===== src/rtl/denorm_arbiter_ctrl_pkg.sv =====
// Shared widths, FSM encoding, source tags and saturation constants for the
// denorm arbiter controller and its shift unit.
package denorm_arbiter_ctrl_pkg;

  localparam int OP_W_DEFAULT    = 40;
  localparam int RES_W_DEFAULT   = 32;
  localparam int FRAC_SH_DEFAULT = 8;

  typedef enum logic [1:0] {
    ST_IDLE = 2'd0,
    ST_CALC = 2'd1,
    ST_HOLD = 2'd2
  } state_t;

  localparam logic SRC_X = 1'b0;
  localparam logic SRC_Y = 1'b1;

  localparam logic [31:0] SAT_POS = 32'h7FFF_FFFF;
  localparam logic [31:0] SAT_NEG = 32'h8000_0000;

endpackage


===== src/rtl/denorm_shift_unit.sv =====
// Combinational denormalizer: 40-bit CORDIC operand to 32-bit result.
// Optional saturation on the type_shift=1 path when DENORM_SAT_EN is defined.
module denorm_shift_unit
  import denorm_arbiter_ctrl_pkg::*;
#(
  parameter int OP_W    = OP_W_DEFAULT,
  parameter int RES_W   = RES_W_DEFAULT,
  parameter int FRAC_SH = FRAC_SH_DEFAULT
) (
  input  logic [OP_W-1:0]  operand_i,
  input  logic             type_shift_i,
  output logic [RES_W-1:0] result_o
`ifdef DENORM_SAT_EN
  ,
  output logic             ovf_o
`endif
);

  logic [RES_W-1:0] trunc;

  always_comb begin
    trunc = type_shift_i ? operand_i[RES_W-1:0] : operand_i[OP_W-1:FRAC_SH];
  end

`ifdef DENORM_SAT_EN
  logic hi_mismatch;

  // Upper bits must be a pure sign extension of the kept MSB, else the value does not fit.
  assign hi_mismatch = operand_i[OP_W-1:RES_W] != {(OP_W-RES_W){operand_i[RES_W-1]}};

  always_comb begin
    ovf_o    = type_shift_i && hi_mismatch;
    result_o = trunc;
    if (ovf_o) begin
      result_o = operand_i[OP_W-1] ? SAT_NEG : SAT_POS;
    end
  end
`else
  assign result_o = trunc;
`endif

endmodule


===== src/rtl/denorm_arbiter_ctrl.sv =====
// Round-robin share of one denorm unit between CORDIC X and Y channels.
// Build option DENORM_SAT_EN adds saturation and the out_ovf port.
module denorm_arbiter_ctrl
  import denorm_arbiter_ctrl_pkg::*;
#(
  parameter int OP_W    = OP_W_DEFAULT,
  parameter int RES_W   = RES_W_DEFAULT,
  parameter int FRAC_SH = FRAC_SH_DEFAULT
) (
  input  logic             clk,
  input  logic             rst,
  input  logic             x_valid,
  output logic             x_ready,
  input  logic [OP_W-1:0]  x_operand,
  input  logic             x_type_shift,
  input  logic             y_valid,
  output logic             y_ready,
  input  logic [OP_W-1:0]  y_operand,
  input  logic             y_type_shift,
  output logic             out_valid,
  input  logic             out_ready,
  output logic [RES_W-1:0] out_data,
  output logic             out_src,
`ifdef DENORM_SAT_EN
  output logic             out_ovf,
`endif
  output logic [1:0]       dbg_state
);

  // Handshake: every port transfers on a rising edge where valid && ready;
  // a requester holds valid and data stable until it sees ready.

  state_t            state_q, state_d;
  logic [OP_W-1:0]   op_q, op_d;
  logic              type_q, type_d;
  logic              src_q, src_d;
  logic              last_grant_q, last_grant_d;
  logic [RES_W-1:0]  out_data_q, out_data_d;
  logic              out_src_q, out_src_d;
  logic              out_valid_q, out_valid_d;
  logic              grant_x, grant_y;
  logic [RES_W-1:0]  unit_result;
`ifdef DENORM_SAT_EN
  logic              unit_ovf;
  logic              ovf_q, ovf_d;
`endif

  denorm_shift_unit #(
    .OP_W    (OP_W),
    .RES_W   (RES_W),
    .FRAC_SH (FRAC_SH)
  ) u_shift (
    .operand_i    (op_q),
    .type_shift_i (type_q),
    .result_o     (unit_result)
`ifdef DENORM_SAT_EN
    ,
    .ovf_o        (unit_ovf)
`endif
  );

  // On a tie the channel that did not win last time is granted.
  always_comb begin
    grant_x = (state_q == ST_IDLE) && x_valid && (!y_valid || last_grant_q == SRC_Y);
    grant_y = (state_q == ST_IDLE) && y_valid && (!x_valid || last_grant_q == SRC_X);
  end

  assign x_ready   = grant_x;
  assign y_ready   = grant_y;
  assign out_valid = out_valid_q;
  assign out_data  = out_data_q;
  assign out_src   = out_src_q;
  assign dbg_state = state_q;
`ifdef DENORM_SAT_EN
  assign out_ovf   = ovf_q;
`endif

  always_comb begin
    state_d      = state_q;
    op_d         = op_q;
    type_d       = type_q;
    src_d        = src_q;
    last_grant_d = last_grant_q;
    out_data_d   = out_data_q;
    out_src_d    = out_src_q;
    out_valid_d  = out_valid_q;
`ifdef DENORM_SAT_EN
    ovf_d        = ovf_q;
`endif
    case (state_q)
      ST_IDLE: begin
        if (grant_x) begin
          op_d         = x_operand;
          type_d       = x_type_shift;
          src_d        = SRC_X;
          last_grant_d = SRC_X;
          state_d      = ST_CALC;
        end else if (grant_y) begin
          op_d         = y_operand;
          type_d       = y_type_shift;
          src_d        = SRC_Y;
          last_grant_d = SRC_Y;
          state_d      = ST_CALC;
        end
      end
      ST_CALC: begin
        out_data_d  = unit_result;
        out_src_d   = src_q;
        out_valid_d = 1'b1;
`ifdef DENORM_SAT_EN
        ovf_d       = unit_ovf;
`endif
        state_d     = ST_HOLD;
      end
      ST_HOLD: begin
        if (out_ready) begin
          out_valid_d = 1'b0;
          state_d     = ST_IDLE;
        end
      end
      default: begin
        out_valid_d = 1'b0;
        state_d     = ST_IDLE;
      end
    endcase
  end

  always_ff @(posedge clk or posedge rst) begin
    if (rst) begin
      state_q      <= ST_IDLE;
      op_q         <= '0;
      type_q       <= 1'b0;
      src_q        <= SRC_X;
      last_grant_q <= SRC_Y;
      out_data_q   <= '0;
      out_src_q    <= 1'b0;
      out_valid_q  <= 1'b0;
`ifdef DENORM_SAT_EN
      ovf_q        <= 1'b0;
`endif
    end else begin
      state_q      <= state_d;
      op_q         <= op_d;
      type_q       <= type_d;
      src_q        <= src_d;
      last_grant_q <= last_grant_d;
      out_data_q   <= out_data_d;
      out_src_q    <= out_src_d;
      out_valid_q  <= out_valid_d;
`ifdef DENORM_SAT_EN
      ovf_q        <= ovf_d;
`endif
    end
  end

endmodule


===== config.mk =====
export PLATFORM = sky130hd
export DESIGN_NAME = denorm_arbiter_ctrl
export DESIGN_NICKNAME = d
export VERILOG_FILES = /design/src/rtl/denorm_arbiter_ctrl_pkg.sv /design/src/rtl/denorm_shift_unit.sv /design/src/rtl/denorm_arbiter_ctrl.sv
export SDC_FILE = /design/constraint.sdc
export NUM_CORES = 1
export LEC_CHECK = 0
export BUFFER_PORTS_ARGS = -buffer_cell sky130_fd_sc_hd__buf_2
export CORE_ASPECT_RATIO = 0.6
export CORE_MARGIN = 2
export CORE_UTILIZATION = 30
export CTS_BUF_LIST = sky130_fd_sc_hd__clkbuf_8
export DETAILED_ROUTE_END_ITERATION = 16
export PLACE_DENSITY_LB_ADDON = 0.05
export SYNTH_ARGS = -nofsm -noshare
export SYNTH_HDL_FRONTEND = slang
export SYNTH_SLANG_ARGS = --single-unit

===== constraint.sdc =====
create_clock -name clk -period 3.5 [get_ports clk]
set_clock_uncertainty 0.15 [all_clocks]
set_input_delay 0.175 -clock clk [delete_from_list [all_inputs] [get_ports clk]]
set_output_delay 0.175 -clock clk [all_outputs]
set_load 0.01 [all_outputs]

* Word level (Yosys, flattened, before mapping)
Cells that the tools add are included.
Storage, ports and cells: register bits after elaboration 79, input port bits 87, output and inout port bits 38
Operators by class: eq/ne operators 4, multiplexer cells 13, bitwise operators 2, reductions and logical operators 13
Operator list (count):
- 2-to-1 mux 40 bit | 2
- 2-to-1 mux 32 bit | 1
- 2-to-1 mux 2 bit | 3
- one-hot mux 2 bit (3 select lines) | 1
- AND reduction 2 bit | 3
- 2-to-1 mux 1 bit | 5
- logical AND 1 bit | 4
- != test 3 bit, second input constant | 1
- one-hot mux 1 bit (3 select lines) | 1
- == test 2 x 1 -> 1 bit, second input constant | 1
- == test 2 bit, second input constant | 1
- logical NOT 1 bit | 2
- logical NOT 2 bit | 1
- logical OR 1 bit | 2
- != test 2 bit, second input constant | 1
- NOT 1 bit | 2
- nonzero test 2 bit | 1

* Logic depth before layout (Yosys ltp)
depth after elaboration 6, gate-level depth with buffers 6, mapped depth without buffers 4

* Modules after synthesis
Synthesis repeated with hierarchy kept, for this count alone.
Second synthesis, totals: cell total of the unflattened synthesis 305, area, all modules 4096.4 µm²
By module, submodules not included:
- denorm_arbiter_ctrl | times used 1, cells an instance 269, area each 3552.2 µm²
- denorm_shift_unit | times used 1, cells an instance 36, area each 544.3 µm²

* Least setup slack after synthesis
Ideal clock, no wire load.
kind flip-flop to flip-flop, start point register state_q[0], in the netlist dbg_state[0], end point register op_q[0], setup time 141 ps, data arrival time 1239 ps, slack 1970 ps, stages on the path, launching flop included 5, clock period less this slack 1530 ps, cell sequence dfrtp_1 -> or2_1 -> clkbuf_1 -> o21ai_0 -> o311ai_2
On the way: word-level cells in the longest chain between the ends 5
Ends and longest elaborated chain:
- from (decl) | RTL line denorm_arbiter_ctrl.sv:33 | state_t state_q, state_d;
- from (signal assigned) | RTL line denorm_arbiter_ctrl.sv:142 | state_q <= state_d;
- logical NOT 2 bit (*) | RTL line denorm_arbiter_ctrl.sv:64, denorm_arbiter_ctrl.sv:65, denorm_arbiter_ctrl.sv:90
- logical AND 1 bit, on equally long branches (2 in a row) | RTL line denorm_arbiter_ctrl.sv:64, denorm_arbiter_ctrl.sv:65
- nonzero test 2 bit (no source line)
- AND reduction 2 bit (no source line)
- to (signal assigned) | RTL line denorm_arbiter_ctrl.sv:143 | op_q <= op_d;
- to (decl) | RTL line denorm_arbiter_ctrl.sv:34 | logic [OP_W-1:0] op_q, op_d;
Every way passes the cells marked *; elsewhere a longest branch is shown, timed or not. A chain may end at the register's enable or synchronous reset.

* Worst setup path after layout
start point register state_q[0], in the netlist dbg_state[0], end point register op_q[24]
Same word-level chain as after synthesis.

==> PnR_summary.wiki <==
{| class="wikitable"
! Metric !! Value
|-
| Yosys Warn Count || 0
|-
| Root Buffer || clkbuf_8
|-
| GR Util All Layers || between 10% and 20%
|-
| Pin count of the biggest net entering global routing || 46
|-
| Achievable clock frequency || 0.367 GHz
|-
| Share of the synthesized area in the top cell type || 47.9%
|-
| Setup TNS after final layout || 0 ps
|-
| Final HPWL DP || 9260 um
|-
| Worst Path Arrival || between 2000 and 3000 ps
|-
| Number of synthesized register bits || 79
|-
| Insertion delay to the later sink of the worst-skew pair || 350 ps
|-
| Antenna violation net count after detailed routing || 0
|-
| Post-detailed-route via-to-cell ratio || around 4.9
|-
| Sequential cell area fraction in the yosys report || 48.5%
|-
| Clock power frac || 13.2%
|-
| Count of final setup violators || 0
|-
| Max capacitance violation total || 0
|-
| Top library cells by usage in the layout, fill and taps aside || 124 x buf_2, 83 x dlygate4sd3_1, 77 x dfrtp_1
|-
| Final critical path time including I/O delays and setup || ~2700 ps
|-
| TritonCTS sink count || 79
|-
| Buffer count from post-CTS setup fixing || 0
|-
| Fraction of final layout cells with drive strength greater than 1 || 31.7%
|-
| Most common library cell in the layout ignoring fill and taps || buf_2
|-
| Number of H-tree levels || 3
|-
| Dominant cell type by count on the critical path || buf_4
|-
| Gate Count Post-Synth || 400
|-
| Final antenna diode count || 0
|-
| Mapped Area || about 4000 um^2
|-
| Net switching power figure || 2.10 mW
|-
| Die height || 94.3 um
|-
| Maximum resistive drop on vdd || 0.311 mV
|-
| Port Buffer Count || 124
|-
| Worst Hold Slack || 26.9 ps
|-
| Relative slew slack || 31.5%
|-
| Number of detailed-routing iterations run before antenna repair || 4
|-
| Number of fill cells in the layout || around 1.3k
|-
| Switching power share of the total || about two fifths
|-
| Setup repair after global routing missed its margin || false
|-
| Number of antenna violations at the first check in global routing || 0
|-
| Num ports || 125
|-
| Routed WL || 13,800 um
|-
| Post-layout instance count excluding filler cells || 763
|-
| Transition time at the pin with the least slew margin || 1030 ps
|-
| Row count || 32
|-
| Number of distinct standard cells referenced by the synthesized netlist || 23
|-
| Syn_area_per_cell || between 10 and 15 um^2
|-
| Number of nets at the end of the flow || 675
|-
| Area growth from synthesis to layout || 43.4%
|-
| Number of global-route vias before repair || 3,710
|-
| Class of the most critical hold timing path || in2reg
|-
| Die X-Extent || 154 um
|-
| Worst setup SP type || flip-flop
|-
| Slowest cell on the critical path || dlygate4sd3_1
|-
| Area used by multi-input combinational logic || 1760 um^2
|-
| Path type of the worst setup path || reg2reg
|-
| DR iter-0 viols || 223
|-
| Global route total overflow || 0
|-
| Total nets after synthesis || between 400 and 500
|-
| Cells resized by post-CTS repair || 0
|-
| Area contributors post-synth || dfrtp_1 48%, o311ai_2 12%, o21ai_0 9.0%
|-
| Vias after detailed routing || ~3.8k
|-
| Power per Cell Area || 873 nW/um^2
|-
| DR WL/cell || 18.0 um
|-
| Leak Pwr || ~2.8 nW
|-
| Internal Dissipation || 3.01 mW
|-
| Placed cells || 664
|-
| Clock tree from TritonCTS || yes
|-
| Total Die Area || between 10,000 and 15,000 um^2
|-
| First-pass GRT wire length || 21,100 um
|-
| Period Utilization, post-route || 77.9%
|-
| CTS Hold Bufs || 83
|-
| Endpoint type of the worst setup path || flip-flop
|-
| Starting utilization of the core area || 31.2%
|-
| Maximum buffer depth of the clock tree || 2
|-
| Number of buffers inserted during clock tree synthesis || 9
|-
| Comb power frac || 50.3%
|-
| Cell-by-cell trace of the critical path || nor2_4 -> buf_4 -> o21ai_4 -> buf_4 -> o311ai_1 -> dlygate4sd3_1
|-
| Worst path required time || 3640 ps
|-
| Final hold violation count || 0
|-
| Seq. cell area || 1980 um^2
|-
| Crit path max fanout || 43
|-
| Post-synthesis cell type with the largest combined area || dfrtp_1
|-
| Final RePlAce weighted congestion || around 0.74
|-
| Slew Viols, Final || 0
|-
| Run status || finished, final reports clean
|-
| Worst path max stage delay || 590 ps
|-
| DR DRC count || 0
|-
| Clock slew at reported path FFs || approximately 80 ps
|-
| Seq pwr share || 36.5%
|-
| Floorplan core area || 13,100 um^2
|}
## cells in the mapped netlist
master / instances
mux2_2: 1
nand4_1: 41
inv_1: 43
or2_1: 1
o311ai_1: 12
inv_2: 1
clkbuf_1: 22
nand2_1: 35
mux2i_1: 32
o21ai_0: 73
a21o_1: 2
dfrtp_1: 78
nor2_1: 2
o21ai_1: 2
nor2_4: 1
buf_2: 16
and3_1: 1
dfstp_2: 1
nand3_2: 1
buf_4: 3
o311ai_2: 29
o21a_1: 1
nand2b_1: 2
## cell families after synthesis
group                  Yosys count  share of synthesized area [%]
multiplexers                    33                           8.13
flip-flops                      79                           48.5
buffers and inverters           85                           8.59
AND/OR/NAND/NOR                 84                           10.8
AO/OA/AOI/OAI                  119                           23.9
## layer usage
layer | track usage, % | share of wire (%)
met3 | 4.20 | 5.0
met5 | 0 | 0
met1 | 31.3 | 55
met2 | 25.8 | 40
met4 | 4.01 | 0.68
## worst max-delay path, delay by kind of cell, from the launching register on
kind                   cells  cell delay, ps
buffers and inverters      3            1350
AOI/OAI and AO/OA          2             480
DFF                        1             470
and+or+nand+nor            1             160
## stage by stage
step / utilization, % / power (mW) / cell area (um^2) / setup slack (ps)
after CTS: 44.8 / 5.13 / 5850 / 789
after floorplan: - / 3.16 / 4080 / 1150
after detailed placement: 37.0 / 3.95 / 4830 / 1110
final: 44.8 / 5.11 / 5850 / 773
after global routing: 44.8 / 5.48 / 5850 / 619
after global placement: 37.0 / 3.92 / 4830 / 1140
## power by group through the flow
stage / combinational (mW) / sequential [mW] / clock, mW
3_3_place_gp: 2.05 / 1.87 / 0
6_report: 2.57 / 1.86 / 0.676
5_1_grt: 2.83 / 1.92 / 0.729
3_5_place_dp: 2.08 / 1.88 / 0
2_1_floorplan: 1.46 / 1.70 / 0
4_1_cts: 2.57 / 1.86 / 0.699
## cell type report
type / count / area share [%]
multi-input combinational: 236 / 30.2
tap: 170 / 3.64
timing repair buffer: 218 / 26.2
clock buffer: 10 / 2.35
inverter: 44 / 2.85
clock inverter: 6 / 0.899
sequential: 79 / 33.9
## sequential cells by signal, summed over array words and instances (netlist names)
register	cells
op_q	40
dbg_state	2
out_data	32
type_q	1
out_valid	1
last_grant_q	1
src_q	1
out_src	1
## path summary, 6_finish.rpt
check                      cells past startpoint                        to  slack [ps]                     start
max in group asynchronous                      4   out_data[1]$_DFFE_PP0P_        2180                       rst
hold / removal                                 3      op_q[17]$_DFFE_PP0P_          30             x_operand[17]
setup reg to reg                               6      op_q[24]$_DFFE_PP0P_         770  dbg_state[0]$_DFFE_PP0P_
setup / recovery                               6      op_q[24]$_DFFE_PP0P_         770  dbg_state[0]$_DFFE_PP0P_
min in group asynchronous                      3  out_data[22]$_DFFE_PP0P_         220                       rst
hold reg to reg                                2  out_data[19]$_DFFE_PP0P_         330  out_data[19]$_DFFE_PP0P_
No activity file was read; power rests on OpenSTA's default activity.
